`src/rtl/rs_alu.sv`:
```
// Reservation station for the ALU/branch execute stage, snooping the CDB for wake-up.
// Optional RS_SECOND_CDB_EN adds a second (load/store) broadcast bus, checked alongside the first.
module rs_alu #(
    parameter int Q_WIDTH = 5,
    parameter int RS_SIZE = 8
) (
    input  logic               clk_in,
    input  logic               rst_in,
    input  logic               rdy_in,
    input  logic               clear_in,
    input  logic               disp_valid,
    input  logic [9:0]         disp_op,
    input  logic [31:0]        disp_V1,
    input  logic [31:0]        disp_V2,
    input  logic [Q_WIDTH-1:0] disp_Q1,
    input  logic [Q_WIDTH-1:0] disp_Q2,
    input  logic [31:0]        disp_imm,
    input  logic [31:0]        disp_npc,
    input  logic [Q_WIDTH-1:0] disp_tag,
    output logic               full,
    input  logic               cdb_valid,
    input  logic [Q_WIDTH-1:0] cdb_tag,
    input  logic [31:0]        cdb_value,
`ifdef RS_SECOND_CDB_EN
    input  logic               cdb2_valid,
    input  logic [Q_WIDTH-1:0] cdb2_tag,
    input  logic [31:0]        cdb2_value,
`endif
    output logic               ex_valid,
    output logic [9:0]         ex_op,
    output logic [31:0]        ex_V1,
    output logic [31:0]        ex_V2,
    output logic [31:0]        ex_imm,
    output logic [31:0]        ex_npc,
    output logic [Q_WIDTH-1:0] ex_tag
);

    localparam int IW = $clog2(RS_SIZE);

    logic [RS_SIZE-1:0] busy_q;
    logic [RS_SIZE-1:0] busy_d;
    logic [RS_SIZE-1:0] ready;
    logic [9:0]         op_q  [RS_SIZE];
    logic [31:0]        v1_q  [RS_SIZE];
    logic [31:0]        v2_q  [RS_SIZE];
    logic [31:0]        imm_q [RS_SIZE];
    logic [31:0]        npc_q [RS_SIZE];
    logic [Q_WIDTH-1:0] q1_q  [RS_SIZE];
    logic [Q_WIDTH-1:0] q2_q  [RS_SIZE];
    logic [Q_WIDTH-1:0] tag_q [RS_SIZE];
    logic [31:0]        v1_d  [RS_SIZE];
    logic [31:0]        v2_d  [RS_SIZE];
    logic [Q_WIDTH-1:0] q1_d  [RS_SIZE];
    logic [Q_WIDTH-1:0] q2_d  [RS_SIZE];

    logic [Q_WIDTH-1:0] dq1, dq2;
    logic [31:0]        dv1, dv2;
    logic [IW-1:0]      iss_idx, free_idx;
    logic               iss_any, disp_ok;

    // Resolve one operand against the broadcast bus(es); the second bus wins a double match.
    function automatic logic [Q_WIDTH+31:0] snoop(
        input logic [Q_WIDTH-1:0] q,
        input logic [31:0]        v
    );
        logic [Q_WIDTH+31:0] r;
        r = {q, v};
        if (q != '0 && cdb_valid && cdb_tag == q)
            r = {{Q_WIDTH{1'b0}}, cdb_value};
`ifdef RS_SECOND_CDB_EN
        if (q != '0 && cdb2_valid && cdb2_tag == q)
            r = {{Q_WIDTH{1'b0}}, cdb2_value};
`endif
        return r;
    endfunction

    assign full    = &busy_q;
    assign disp_ok = disp_valid && !full;

    always_comb begin
        for (int i = 0; i < RS_SIZE; i++) begin
            ready[i] = busy_q[i] && q1_q[i] == '0 && q2_q[i] == '0;
            {q1_d[i], v1_d[i]} = snoop(q1_q[i], v1_q[i]);
            {q2_d[i], v2_d[i]} = snoop(q2_q[i], v2_q[i]);
        end
        {dq1, dv1} = snoop(disp_Q1, disp_V1);
        {dq2, dv2} = snoop(disp_Q2, disp_V2);
    end

    // Lowest-index select for both issue and free slot; the issuing slot is
    // still busy here, so a same-cycle dispatch never lands on it.
    always_comb begin
        iss_any  = 1'b0;
        iss_idx  = '0;
        free_idx = '0;
        for (int i = RS_SIZE - 1; i >= 0; i--) begin
            if (ready[i]) begin
                iss_any = 1'b1;
                iss_idx = IW'(i);
            end
            if (!busy_q[i])
                free_idx = IW'(i);
        end
    end

    always_comb begin
        busy_d = busy_q;
        if (iss_any)
            busy_d[iss_idx] = 1'b0;
        if (disp_ok)
            busy_d[free_idx] = 1'b1;
    end

    always_ff @(posedge clk_in) begin
        if (rst_in) begin
            busy_q   <= '0;
            ex_valid <= 1'b0;
            ex_op    <= '0;
            ex_V1    <= '0;
            ex_V2    <= '0;
            ex_imm   <= '0;
            ex_npc   <= '0;
            ex_tag   <= '0;
        end else if (rdy_in) begin
            if (clear_in) begin
                busy_q   <= '0;
                ex_valid <= 1'b0;
            end else begin
                for (int i = 0; i < RS_SIZE; i++) begin
                    q1_q[i] <= q1_d[i];
                    v1_q[i] <= v1_d[i];
                    q2_q[i] <= q2_d[i];
                    v2_q[i] <= v2_d[i];
                end
                ex_valid <= iss_any;
                if (iss_any) begin
                    ex_op  <= op_q[iss_idx];
                    ex_V1  <= v1_q[iss_idx];
                    ex_V2  <= v2_q[iss_idx];
                    ex_imm <= imm_q[iss_idx];
                    ex_npc <= npc_q[iss_idx];
                    ex_tag <= tag_q[iss_idx];
                end
                if (disp_ok) begin
                    op_q[free_idx]  <= disp_op;
                    imm_q[free_idx] <= disp_imm;
                    npc_q[free_idx] <= disp_npc;
                    tag_q[free_idx] <= disp_tag;
                    q1_q[free_idx]  <= dq1;
                    v1_q[free_idx]  <= dv1;
                    q2_q[free_idx]  <= dq2;
                    v2_q[free_idx]  <= dv2;
                end
                busy_q <= busy_d;
            end
        end
    end

endmodule

```
`config.mk`:
```
export PLATFORM = sky130hd
export DESIGN_NAME = rs_alu
export DESIGN_NICKNAME = d
export VERILOG_FILES = /design/src/rtl/rs_alu.sv
export SDC_FILE = /design/constraint.sdc
export NUM_CORES = 2
export LEC_CHECK = 0
export BUFFER_PORTS_ARGS = -buffer_cell sky130_fd_sc_hd__buf_2
export CAP_MARGIN = 5
export CORE_ASPECT_RATIO = 0.7
export CORE_UTILIZATION = 55
export CTS_BUF_LIST = sky130_fd_sc_hd__clkbuf_4
export CTS_CLUSTER_SIZE = 14
export DETAILED_ROUTE_END_ITERATION = 8
export GPL_TIMING_DRIVEN = 0
export HOLD_SLACK_MARGIN = 0.1
export PLACE_DENSITY = 0.73
export SLEW_MARGIN = 30
export SYNTH_ARGS = -nofsm -noshare
export SYNTH_HDL_FRONTEND = slang
export SYNTH_SLANG_ARGS = --single-unit
```
`constraint.sdc`:
```
create_clock -name clk_in -period 6.3 [get_ports clk_in]
set_clock_uncertainty 0.1 [all_clocks]
set_input_delay 0.315 -clock clk_in [delete_from_list [all_inputs] [get_ports clk_in]]
set_output_delay 0.315 -clock clk_in [all_outputs]
set_load 0.1 [all_outputs]
```
## Word-level counts from Yosys, hierarchy flattened

Memory sizes are Yosys's and may differ from the RTL's. A register that Yosys moved wholly into a read port is not among the register bits.
Cells that the tools add are included.

- Register bits after elaboration: 9
- Memory bits (writable): 1224
- Input port bits: 196
- Output and inout bits: 145
- Memories kept: 8

- Order comparisons: 4
- Equal/unequal tests: 34
- Muxes and demuxes: 59
- Bitwise logic cells: 4
- Reduce and logical (&&, ||, !) cells: 108

Memories:

| memory | words | width | read ports | clocked after Yosys merged registers in | wr ports | line | text |
|---|---|---|---|---|---|---|---|
| imm_q | 8 | 32 | 1 | 1 | 1 | 46 | `logic [31:0] imm_q [RS_SIZE];` |
| npc_q | 8 | 32 | 1 | 1 | 1 | 47 | `logic [31:0] npc_q [RS_SIZE];` |
| v1_q | 8 | 32 | 1 | 1 | 9 | 44 | `logic [31:0] v1_q [RS_SIZE];` |
| v2_q | 8 | 32 | 1 | 1 | 9 | 45 | `logic [31:0] v2_q [RS_SIZE];` |
| op_q | 8 | 10 | 1 | 1 | 1 | 43 | `logic [9:0] op_q [RS_SIZE];` |
| q1_q | 8 | 5 | 8 | 0 | 9 | 48 | `logic [Q_WIDTH-1:0] q1_q [RS_SIZE];` |
| +2 memories | n/a | n/a | n/a | n/a | n/a | n/a |  |

Operators by type and width:

| cell | number |
|---|---|
| $mux 37 | 18 |
| $eq 5x5->1 | 18 |
| $reduce_bool 5->1 | 18 |
| $logic_not 5->1 | 16 |
| $logic_and 1x1->1 | 55 |
| $mux 3 | 16 |
| $reduce_and 2->1 | 16 |
| $mux 8 | 3 |
| $mux 1 | 20 |
| $ne 1x1->1 const B | 16 |
| $and 8x8->8 | 1 |
| $lt 3x4->1 const B | 2 |
| $not 8->8 | 1 |
| $or 8x8->8 | 1 |
| $reduce_and 8->1 | 1 |
| $demux 1 s3 | 2 |
| $ge 3x1->1 const B | 2 |
| $reduce_and 3->1 | 1 |
| $logic_not 1->1 | 1 |
| $not 1->1 | 1 |

## Logic depth before layout (Yosys ltp)

- Word-level depth: 21
- Mapped depth: 12
- Mapped depth without buffers: 8

## Worst setup path before layout

Ideal clock, no wire load.

- Kind: input to register
- From: in rdy_in
- To: mem v1_q[6][0], enable pin
- Library setup time: 466 ps
- Arrival time: 3967 ps
- Required time: 5734 ps
- Slack: 1767 ps
- Stages: 9
- Cells stage by stage: nor2b_1 nor2b_1 clkbuf_1 nand2_1 clkbuf_1 clkbuf_1 a21oi_1 nand4_1 o21ai_0

RTL lines:

| element | line | text |
|---|---|---|
| from (decl) | 9 | `input logic rdy_in,` |
| to (decl) | 44 |  |

==> results.py <==
metrics = {
    "routing": {
        "topRoutingLayerUsed": "met5",
        "drt_iter0_drc": 6506,
        "drt_wl_total_um": 202800,
        "drtAntennaViolNets": 0,
        "routedWlPerCell_um": 31.00,
        "drc_errors": 0,
        "dr_wl_met2_um": 87250,
        "wl_met3_um": 30200,
        "drt_first_pass_iters": 9,
        "route.vias.total": 42660,
        "wl_met1_um": 74870,
        "post_drt_via_cell_ratio": 6.520,
    },
    "grt": {
        "track_usage": 0.3753,
        "grt_overflow_total": 0,
        "grt_pass1_wl_um": 285500,
        "antenna_found_initial": 23,
        "grt_max_degree": 56,
        "grt_pass1_vias": 41520,
    },
    "cts": {
        "cts_buffers": 338,
        "postCtsSetupBuffers": 0,
        "cts_tree": "built",
        "cts_buffer_depth": 4,
        "clock_sinks": 1376,
        "clock_latency_ps": 1320,
        "htree_num_levels": 5,
        "cts-root-buf": "clkbuf_4",
        "clk_pin_slew_worst_paths_ps": 80,
    },
    "sta": {
        "period_needed_ps": 5242,
        "holdWs_ps": 140.6,
        "setup_viol": 0,
        "fmaxAchievable_ghz": 0.1908,
        "rsz0062_at_grt": "false",
        "timing.final.crit_share": 0.8321,
        "tightest_slew_ps": 1147,
        "report.final.slew_viol_count": 0,
        "finalSetupTns_ps": 0,
        "hold_viol_final": 0,
        "slew_headroom": 0.2355,
        "worst_slack_ps": 1058,
    },
    "setup_path": {
        "cp_num_buf_inv": 7,
        "crit_chain": "dlygate4sd3_1, buf_2, nor2b_1, dlygate4sd3_1, nor2b_1, clkbuf_1, nand3_1, inv_6, nand2_1, clkbuf_1, mux2_2, dlygate4sd3_1",
        "slowest_delay_ps": 690,
        "rrSetupSlack_ps": 1430,
        "crit_cells": 12,
        "crit_path_end_kind": "flop",
        "required_ps": 7210,
        "cp_max_fo": 32,
        "cp-start-kind": "input port",
        "r2r_cells": 9,
        "cp_common_cell": "dlygate4sd3_1",
        "crit_family": "buffers and inverters",
        "criticalPathCategory": "in -> reg",
        "worstPathArrival_ps": 6150,
        "slowest_stage": "dlygate4sd3_1",
    },
    "yosys": {
        "synth-simple-area-share": 0.03174,
        "synth-main-ff-cell": "edfxtp_1",
        "syn_nets": 3914,
        "synthDominantAreaCellType": "edfxtp_1",
        "synth.area.mux_share": 0.1266,
        "synth_top_area_frac": 0.6342,
        "yosys-top-cells-area": "edfxtp_1 (63%), mux2_2 (12%), dfxtp_1 (5.3%)",
        "syn-cell-area_um2": 57950,
        "synth-xor-area-share": 0.01270,
        "synth_top_family_by_area": "multiplexers",
        "synth.distinct_cells": 59,
        "synth-seq-cells": 1376,
        "seq_area_frac_synth": 0.6867,
        "synth_async_sr_flop_share": 0,
        "avgSynthCellArea_um2": 15.59,
        "synthAdderAreaFrac": 0,
        "yosys_warnings": 0,
        "syn_inst": 3718,
        "synth_compound_area_frac": 0.1186,
        "synth_edf_count": 1224,
    },
    "place": {
        "dp_cells": 5514,
        "place_worst_setup_slack_ps": 1549,
        "hpwl_um": 129600,
        "placed_cell_area_um2": 62450,
        "finalWeightedCongestion": 0.9423,
        "io_buffers": 338,
    },
    "pwr": {
        "vdd_ir_drop_max_v": 0.0001597,
        "p_total_mw": 18.33,
        "leakagePower_nw": 25.27,
        "cellPowerDensity_nw_per_um2": 258.1,
    },
    "finish": {
        "fillCellCount": 7320,
        "utilization": 0.6808,
        "finalInstanceArea_um2": 71010,
        "drive_above_1_share": 0.3286,
        "layout.nets": 5057,
        "area_growth_syn_to_layout_pct": 22.53,
        "regArea_um2": 39800,
        "multi_input_area_um2": 16970,
        "instances_no_fill": 6542,
    },
    "min_path": {
        "min_path_type": "in -> reg",
        "min_path_cells": 5,
    },
    "job": {
        "max_cap_violations": 0,
    },
    "die": {
        "dieArea_um2": 106700,
        "die_h_um": 273.6,
        "coreArea_um2": 104300,
        "die_x_um": 390.0,
        "initial_core_util": 0.5556,
        "boundaryPins": 341,
        "fp-row-count": 99,
    },
    "status": {
        "status": "finished clean",
    },
}
[timing repair]
item | 4_1_cts | 5_1_grt
hold buffers | 421 | 0
endpoints found under the hold margin | 1471 | 0
gates resized for setup | 0 | 0
[cells by family after synthesis]
group / count (synthesis)
compound gates: 891
xor+xnor: 84
buf+inv: 323
flops: 1376
mux: 655
simple gates: 389
[cells in the mapped netlist (all sizes together) (22+ instances only)]
master  number
edfxtp    1224
mux2       626
a22o       212
clkbuf     184
a211oi     183
dfxtp      152
nand2      136
buf        119
a22oi      114
o31ai      102
nor2        95
o21ai       63
a21oi       60
nand3       58
xnor2       54
a222oi      31
o211ai      31
a211o       30
xor2        30
a221oi      29
mux2i       29
a221o       22
[placed cells by master, fill, tap and decap left out, types with 59 or more instances in the layout]
| cell | Yosys | final |
|---|---|---|
| edfxtp_1 | 1224 | 1224 |
| mux2_2 | 606 | 606 |
| clkbuf_4 | 0 | 518 |
| buf_2 | 88 | 433 |
| dlygate4sd3_1 | 0 | 421 |
| a22o_1 | 212 | 212 |
| a211oi_1 | 183 | 183 |
| clkbuf_1 | 184 | 170 |
| dfxtp_1 | 152 | 152 |
| nand2_1 | 136 | 126 |
| a22oi_1 | 114 | 114 |
| o31ai_1 | 101 | 97 |
| nor2_1 | 94 | 94 |
| a21oi_1 | 60 | 59 |
[final cells by class]
class,count,area share
flip-flops and latches,1376,0.5605
multi-input cells,2019,0.2390
repair buffers,803,0.09441
clock buffers,518,0.05477
well taps,1414,0.02492
plain buffers,303,0.01857
clock inverters,68,0.005515
inverters,20,0.001621
diodes,21,0.0007401
[per-layer routing]
layer  vias up  track usage
li1      17480            -
met1     20940       0.5017
met2      3581       0.5391
met3       633       0.1345
met4        18       0.1967
met5         -            0
[final timing paths]
kind	from	to
worst max-delay path	rdy_in	v2_q[0][15]
worst min-delay path	cdb_tag[0]	v1_q[7][23]
worst max register to register	q1_q[2][1]	ex_imm[4]
worst min register to register	ex_npc[25]	ex_npc[25]
[tightest hold or removal path, delay by kind of cell]
kind | cells | cell delay (ps)
buf+inv | 2 | 510
compound gates | 1 | 150
xor+xnor | 1 | 140
simple gates | 1 | 170
[flip-flops by register name, summed over array words and instances (netlist names)]
name      flops
imm_q       256
npc_q       256
v1_q        256
v2_q        256
op_q         80
q1_q         40
q2_q         40
tag_q        40
ex_V1        32
ex_V2        32
ex_imm       32
ex_npc       32
ex_op        10
busy_q        8
ex_tag        5
ex_valid      1
[where the power goes]
group          leakage, nW  total, mW  internal [mW]  switching, mW
sequential            12.4       9.94           9.93        0.00751
combinational         10.3      0.822          0.387          0.435
clock                 2.57       7.57           3.93           3.64
No activity file was read; power rests on OpenSTA's default activity.
